==> src/rtl/ann_pkg.sv <==
// rtl/ann_pkg.sv - shared widths, FSM states and Q-format constants for the neuron MAC
package ann_pkg;

    localparam int N_INPUTS  = 28;
    localparam int ADDR_W    = 5;
    localparam int DATA_W    = 16;
    localparam int FRAC_BITS = 8;
    localparam int ACC_W     = 40;

    localparam logic [DATA_W-1:0] ONE = 16'h0100;

    typedef enum logic [2:0] {
        S_IDLE  = 3'd0,
        S_ISSUE = 3'd1,
        S_DRAIN = 3'd2,
        S_BIAS  = 3'd3,
        S_ACT   = 3'd4,
        S_DONE  = 3'd5
    } mac_state_t;

endpackage

==> src/rtl/ann_sat_act.sv <==
// rtl/ann_sat_act.sv - Q-format rescale, activation and saturation; NEURON_RELU_EN selects ReLU
module ann_sat_act
    import ann_pkg::*;
(
    input  logic signed [ACC_W-1:0]  acc,
    output logic        [DATA_W-1:0] result
);

    localparam logic signed [ACC_W-1:0] SAT_MAX = {{(ACC_W-DATA_W+1){1'b0}}, {(DATA_W-1){1'b1}}};
    localparam logic signed [ACC_W-1:0] SAT_MIN = {{(ACC_W-DATA_W+1){1'b1}}, {(DATA_W-1){1'b0}}};

    logic signed [ACC_W-1:0] shifted;

    // Drop the fractional product bits (floor), apply activation, clip into the output word
    always_comb begin
        shifted = acc >>> FRAC_BITS;
`ifdef NEURON_RELU_EN
        if (shifted[ACC_W-1]) begin
            shifted = '0;
        end
`endif
        if (shifted > SAT_MAX) begin
            result = SAT_MAX[DATA_W-1:0];
        end else if (shifted < SAT_MIN) begin
            result = SAT_MIN[DATA_W-1:0];
        end else begin
            result = shifted[DATA_W-1:0];
        end
    end

endmodule

==> src/rtl/neuron_mac_unit.sv <==
// rtl/neuron_mac_unit.sv - sequential MAC neuron over weight/input BRAMs; NEURON_RELU_EN enables ReLU
module neuron_mac_unit
    import ann_pkg::*;
(
    input  logic              CLK,
    input  logic              RST,
    input  logic              START,
    input  logic [DATA_W-1:0] BIAS,
    output logic [ADDR_W-1:0] W_ADDR,
    output logic              W_EN,
    output logic              W_WE,
    input  logic [DATA_W-1:0] W_DO,
    output logic [ADDR_W-1:0] X_ADDR,
    output logic              X_EN,
    input  logic [DATA_W-1:0] X_DO,
    output logic              BUSY,
    output logic [DATA_W-1:0] OUT_DATA,
    output logic              OUT_VALID,
    input  logic              OUT_READY
);

    mac_state_t state, state_nxt;

    logic [ADDR_W-1:0]         addr;
    logic                      en;
    logic signed [2*DATA_W-1:0] prod_q;
    logic [ACC_W-1:0]          acc;
    logic [DATA_W-1:0]         out_data_q;
    logic                      out_valid_q;
    logic [DATA_W-1:0]         act_result;
    logic                      last_addr;
    logic signed [2*DATA_W-1:0] w_ext, x_ext;
    logic [ACC_W-1:0]          prod_ext, bias_ext;

    assign last_addr = (addr == ADDR_W'(N_INPUTS - 1));
    assign w_ext     = {{DATA_W{W_DO[DATA_W-1]}}, W_DO};
    assign x_ext     = {{DATA_W{X_DO[DATA_W-1]}}, X_DO};
    assign prod_ext  = {{(ACC_W-2*DATA_W){prod_q[2*DATA_W-1]}}, prod_q};
    assign bias_ext  = {{(ACC_W-DATA_W-FRAC_BITS){BIAS[DATA_W-1]}}, BIAS, {FRAC_BITS{1'b0}}};

    ann_sat_act u_sat_act (
        .acc    (acc),
        .result (act_result)
    );

    // State register
    always_ff @(posedge CLK or posedge RST) begin
        if (RST) begin
            state <= S_IDLE;
        end else begin
            state <= state_nxt;
        end
    end

    // Next-state decode; DONE leaves only on a completed handshake
    always_comb begin
        state_nxt = state;
        case (state)
            S_IDLE:  if (START) state_nxt = S_ISSUE;
            S_ISSUE: if (last_addr) state_nxt = S_DRAIN;
            S_DRAIN: state_nxt = S_BIAS;
            S_BIAS:  state_nxt = S_ACT;
            S_ACT:   state_nxt = S_DONE;
            S_DONE:  if (out_valid_q && OUT_READY) state_nxt = S_IDLE;
            default: state_nxt = S_IDLE;
        endcase
    end

    // Address walk, product pipeline (one stage behind capture), accumulator and result register
    always_ff @(posedge CLK or posedge RST) begin
        if (RST) begin
            addr        <= '0;
            en          <= 1'b0;
            prod_q      <= '0;
            acc         <= '0;
            out_data_q  <= '0;
            out_valid_q <= 1'b0;
        end else begin
            case (state)
                S_IDLE: begin
                    if (START) begin
                        acc    <= '0;
                        prod_q <= '0;
                        addr   <= '0;
                        en     <= 1'b1;
                    end
                end
                S_ISSUE: begin
                    prod_q <= w_ext * x_ext;
                    acc    <= acc + prod_ext;
                    if (last_addr) begin
                        en   <= 1'b0;
                        addr <= '0;
                    end else begin
                        addr <= addr + 1'b1;
                    end
                end
                S_DRAIN: acc <= acc + prod_ext;
                S_BIAS:  acc <= acc + bias_ext;
                S_ACT:   out_data_q <= act_result;
                S_DONE: begin
                    // One settle cycle with the result already registered before VALID is raised
                    if (!out_valid_q) begin
                        out_valid_q <= 1'b1;
                    end else if (OUT_READY) begin
                        out_valid_q <= 1'b0;
                    end
                end
                default: ;
            endcase
        end
    end

    assign W_ADDR    = addr;
    assign W_EN      = en;
    assign W_WE      = 1'b0;
    assign X_ADDR    = addr;
    assign X_EN      = en;
    assign BUSY      = (state != S_IDLE);
    assign OUT_DATA  = out_data_q;
    assign OUT_VALID = out_valid_q;

endmodule

==> config.mk <==
export PLATFORM = sky130hd
export DESIGN_NAME = neuron_mac_unit
export DESIGN_NICKNAME = d
export VERILOG_FILES = /design/src/rtl/ann_pkg.sv /design/src/rtl/ann_sat_act.sv /design/src/rtl/neuron_mac_unit.sv
export SDC_FILE = /design/constraint.sdc
export NUM_CORES = 1
export LEC_CHECK = 0
export ABC_AREA = 1
export BUFFER_PORTS_ARGS = -buffer_cell sky130_fd_sc_hd__buf_4
export CORE_MARGIN = 4
export CORE_UTILIZATION = 50
export DETAILED_ROUTE_END_ITERATION = 7
export GPL_TIMING_DRIVEN = 0
export PLACE_DENSITY = 0.66
export SYNTH_ARGS = -nofsm -noshare
export SYNTH_HDL_FRONTEND = slang
export SYNTH_SLANG_ARGS = --single-unit
==> constraint.sdc <==
create_clock -name CLK -period 3.3 [get_ports CLK]
set_input_delay 0.33 -clock CLK [delete_from_list [all_inputs] [get_ports CLK]]
set_output_delay 0.33 -clock CLK [all_outputs]
set_load 0.005 [all_outputs]
# Word-level counts from Yosys, hierarchy flattened
# Cells that the tools add are included.
[classes]
n_mul = 1
n_addsub = 3
magnitude_cmp = 2
n_eq_ne = 9
n_reduce_logical = 10
n_mux = 18
[op_table]
columns = ["cell", "n"]
rows = [
  ["one-hot mux 40 bit (3 select lines)", 1],
  ["adder 40 bit", 2],
  ["one-hot mux 32 bit (2 select lines)", 1],
  ["2-to-1 mux 40 bit", 1],
  ["greater-than comparator 32 x 16 -> 1 bit, second input constant", 1],
  ["less-than comparator 32 x 16 -> 1 bit, second input constant", 1],
  ["multiplier 16 x 16 -> 32 bit", 1],
  ["2-to-1 mux 16 bit", 2],
  ["2-to-1 mux 32 bit", 1],
  ["one-hot mux 3 bit (6 select lines)", 1],
  ["2-to-1 mux 5 bit", 2],
  ["one-hot mux 5 bit (2 select lines)", 1],
  ["2-to-1 mux 3 bit", 3],
  ["equality test 3 x 2 -> 1 bit, second input constant", 2],
  ["equality test 3 bit, second input constant", 2],
  ["inequality test 2 bit, second input constant", 3],
  ["AND reduction 3 bit", 2],
  ["nonzero test 3 bit", 2],
  ["adder 5 x 1 -> 5 bit, second input constant", 1],
  ["equality test 5 bit, second input constant", 1],
  ["2-to-1 mux 1 bit", 4],
  ["AND reduction 2 bit", 2],
  ["equality test 3 x 1 -> 1 bit, second input constant", 1],
  ["logical NOT 3 bit", 1],
  ["4 further kinds", 4],
]
[totals]
register_bits = 98
in_bits = 52
out_inout_bits = 31

# Depth between registers and ports, before layout
[depth]
depth_word = 4
depth_mapped = 28
depth_no_buf = 26

# By module
# A second synthesis with hierarchy kept.
[unflattened]
cells_unflattened = 3024
area_unflattened_um2 = 20317.0
[by_module_without_submodules]
columns = ["module", "n_inst", "area_each_um2", "cells_per_inst"]
rows = [
  ["neuron_mac_unit", 1, 20043.0, 2961],
  ["ann_sat_act", 1, 274.0, 63],
]

# Worst setup path before layout
# Ideal clock, no wire load.
[synth_path]
path_type = "input port to flip-flop"
start = "in X_DO[5]"
end = "reg prod_q[24]"
stages = 21
n_path_buf = 2
path_slack_ps = -2343
setup_ps = 117
t_arrival_ps = 5525
path_cell_list = "clkbuf_1 -> clkbuf_1 -> nand2_1 -> fa_1 -> inv_1 -> fa_1 -> fa_1 -> fa_1 -> fa_1 -> inv_1 -> fa_1 -> inv_1 -> ha_1 -> nand2_1 -> nor2_1 -> nor3b_1 -> nand4_1 -> nand3_1 -> nand2_1 -> nand3_1 -> nand2_1"
[synth_between]
elab_chain_len = 2
[synth_lines]
columns = ["item", "line", "rtl"]
rows = [
  ["start: declaration", "neuron_mac_unit.sv:15", "input logic [DATA_W-1:0] X_DO,"],
  ["multiplier 16 x 16 -> 32 bit", "neuron_mac_unit.sv:89", "prod_q <= w_ext * x_ext;"],
  ["one-hot mux 32 bit (2 select lines)", "neuron_mac_unit.sv:79", "case (state)"],
  ["end signal: assignment", "neuron_mac_unit.sv:89", ""],
  ["end: declaration", "neuron_mac_unit.sv:26", "logic signed [2*DATA_W-1:0] prod_q;"],
]
# No other way between the ends.
# A chain may end at the register's enable or synchronous reset.

# Worst setup path after layout
[layout_path]
start = "in X_DO[15]"
end = "reg prod_q[22]"
# Same word-level chain as after synthesis.

==> results.toml <==
[worst_setup_path]
critPathCaptureType = "register"
worst_setup_path_start_kind = "input port"
worstPathArrival_ps = 5450
critical_path_class = "input port to register"
worstPathRequired_ps = 3570
worstPathMaxFanout = 4

[synth]
syn_inst = 2994
yosysSeqAreaShare = 0.1216
yosysWarnings = 0
ys_ff_latch = 98
ys_types = 49
synth_async_sr_flop_share = 1.000
ys.flop_type = "dfrtp_1"
synth_area_leaders = "fa_1 (26%), nand2_1 (18%), inv_1 (13%), dfrtp_1 (12%), ha_1 (9.5%)"
synth_top_area_share = 0.2620
synth_largest_area_cell = "fa_1"
synth-edff-count = 0
mappedNetlistNets = 3463
syn_avg_cell_area_um2 = 6.737
synth_area_um2 = 20170

[timing]
fmax_mhz = 192.9
skew_ps = 11.74
rsz0062_at_grt = "yes"
fin_crit_sh = 1.571
final_max_slew_viol_count = 0
post-route-min-period_ps = 5184
timing.final.ws_setup_ps = -1884
hold_violations = 0
worstMarginPinSlew_ps = 995.4
slew_headroom = 0.3303
setup_viol = 25

[finish]
fill_cells = 3694
multi_input_area_um2 = 15950
finalNetCount = 3614
drive_gt1_frac = 0.1873
final-seq-area_um2 = 2452
n_antenna_cell = 0
syn_to_final_growth_pct = 21.41
fin_util = 0.6149

[place]
port_buffers = 55
post-dp-hpwl_mm = 54.94
gp_congestion = 1.004

[cts]
clock_sinks = 98
cts_buffer_depth = 2
clk_pin_slew_ps = 80
tritoncts = "built"
htreeDepth = 3
cts_inserted_buffers = 9
cts_hold_buf = 0
insertion_delay_ps = 380
cts_root_buf = "clkbuf_16"

[global_route]
grt_pass1_vias = 19215
grt_pass1_wl_mm = 104.1
antenna_found_initial = 1
grt.overflow.total = 0
grt_max_degree = 56
grt_usage = 0.3011

[outcome]
status = "finished with violations"
violations = "negative setup slack"

[detailed_routing]
vias = 19325
ant_nets = 0
drc = 0
drtPass1Iterations = 6
routed_wl_mm = 65.07
wl_per_cell_um = 17.71
drt_iter0_drc = 1657
vias_per_cell = 5.259

[die]
die_h_um = 208.8
die_area_um2 = 43620
coreArea_um2 = 39820
io_pins = 83
rows = 73
die_w_um = 208.8
initial_core_util = 0.5065

[worst_hold_path]
hp-class = "input port to asynchronous set/reset pin"

[job]
cap_violations = 0
==> metrics by stage <==
stage	worst slack, ps	TNS, ps	cells	hold WS, ps	area [um2]
after floorplan	-1787	-38210	2994	448.3	21340
after global placement	-2587	-124140	3574	469.7	22410
after detailed placement	-2637	-54780	3575	466.8	22440
after CTS	-1797	-38390	3643	83.11	23910
after global routing	-2032	-43780	3675	114.0	24490
final	-1884	-39590	3675	63.29	24490
==> cell usage after synthesis, types with 4 or more instances <==
| cell | count |
|---|---|
| a21boi_0 | 4 |
| a21o_1 | 4 |
| a21oi_1 | 101 |
| a21oi_2 | 6 |
| a22o_1 | 6 |
| a32o_1 | 5 |
| buf_2 | 10 |
| buf_4 | 8 |
| buf_6 | 4 |
| clkbuf_1 | 59 |
| dfrtp_1 | 98 |
| fa_1 | 264 |
| ha_1 | 153 |
| inv_1 | 718 |
| inv_2 | 15 |
| nand2_1 | 951 |
| nand2_2 | 13 |
| nand3_1 | 166 |
| nand3_2 | 5 |
| nand3b_1 | 13 |
| nand4_1 | 31 |
| nor2_1 | 161 |
| nor2_2 | 8 |
| nor3_1 | 13 |
| nor3_2 | 4 |
| o21a_1 | 4 |
| o21ai_0 | 88 |
| o21ai_1 | 12 |
| o21ai_2 | 4 |
| o21bai_1 | 10 |
| or2_1 | 4 |
| or2_2 | 11 |
| xnor2_1 | 9 |
| xor2_1 | 9 |
==> cell type report <==
| class | instances | area share |
|---|---|---|
| clock buffer | 9 | 0.009197 |
| sequential | 98 | 0.1001 |
| inverter | 733 | 0.1132 |
| multi-input combinational | 2080 | 0.6513 |
| clock inverter | 7 | 0.002861 |
| timing repair buffer | 140 | 0.05258 |
| buffer | 83 | 0.04389 |
| tap | 525 | 0.02683 |
==> what timing repair did <==
item / CTS / global route
resized for setup: 183 / 110
cloned: 1 / 2
buffers inserted: 51 / 30
pin swaps: 98 / 117
endpoints found under the setup margin: 26 / 26
hold endpoints to repair: 0 / 0
==> state kept, by name, indices dropped and copies added (netlist names) <==
signal	count
OUT_VALID	1
acc	40
W_EN	1
prod_q	32
OUT_DATA	16
state	3
W_ADDR	5
==> final timing paths <==
check,to,slack [ps],from,depth (start not counted)
worst max register to register,acc[37],630,prod_q[31],10
worst min register to register,OUT_DATA[6],480,OUT_DATA[6],2
worst min-delay path,OUT_DATA[2],60,RST,2
max in group asynchronous,prod_q[24],2540,RST,3
worst max-delay path,prod_q[22],-1880,X_DO[15],22
min in group CLK,W_EN,220,START,3
==> cells in the final DEF, fill, tap and decap left out, types with 10 or more instances in the layout <==
master / n
nand4_1: 31
clkbuf_16: 22
a21oi_4: 10
buf_6: 27
fa_1: 241
a21oi_1: 80
nor2_2: 24
ha_4: 31
buf_8: 13
nand2_2: 50
clkbuf_8: 23
inv_1: 649
nand3b_1: 13
o21ai_2: 10
o21ai_0: 59
nor2_1: 131
inv_2: 77
a21oi_2: 17
buf_2: 10
nand2_4: 30
nand3_1: 150
buf_4: 117
nor2_4: 16
ha_1: 120
nand2_1: 884
nand3_2: 15
dfrtp_1: 98
fa_2: 23
o21ai_1: 32
==> worst max-delay path, stage by stage <==
cell	delay (ps)
buf_6	70
clkinvlp_4	150
buf_6	160
buf_6	100
or2_4	220
fa_1	460
fa_1	520
inv_2	50
fa_1	530
fa_2	450
fa_1	510
inv_2	40
fa_1	510
inv_2	40
ha_4	250
a21oi_4	220
o21ai_4	110
a21oi_4	230
nand3_2	140
or2_1	260
nand3_2	60
nand2_1	50
==> per-layer routing <==
metal | wire, um | global-route usage | vias to the layer above
met3 | 5550 | 0.05825 | 73
met1 | 31240 | 0.4676 | 9312
met5 | 0 | 0 | -
li1 | - | - | 9255
met4 | 952 | 0.04995 | 0
met2 | 27330 | 0.4451 | 685
==> cells by family after synthesis <==
group	synth area share
compound gates	0.06967
other cells	0.0001859
simple gates	0.2882
buf+inv	0.1556
fa+ha+maj	0.3569
flops	0.1216
xor+xnor	0.007817
Power is left out: the tool's default activity adds up to more than one toggle a clock period on the data nets, which glitch-free logic cannot reach.
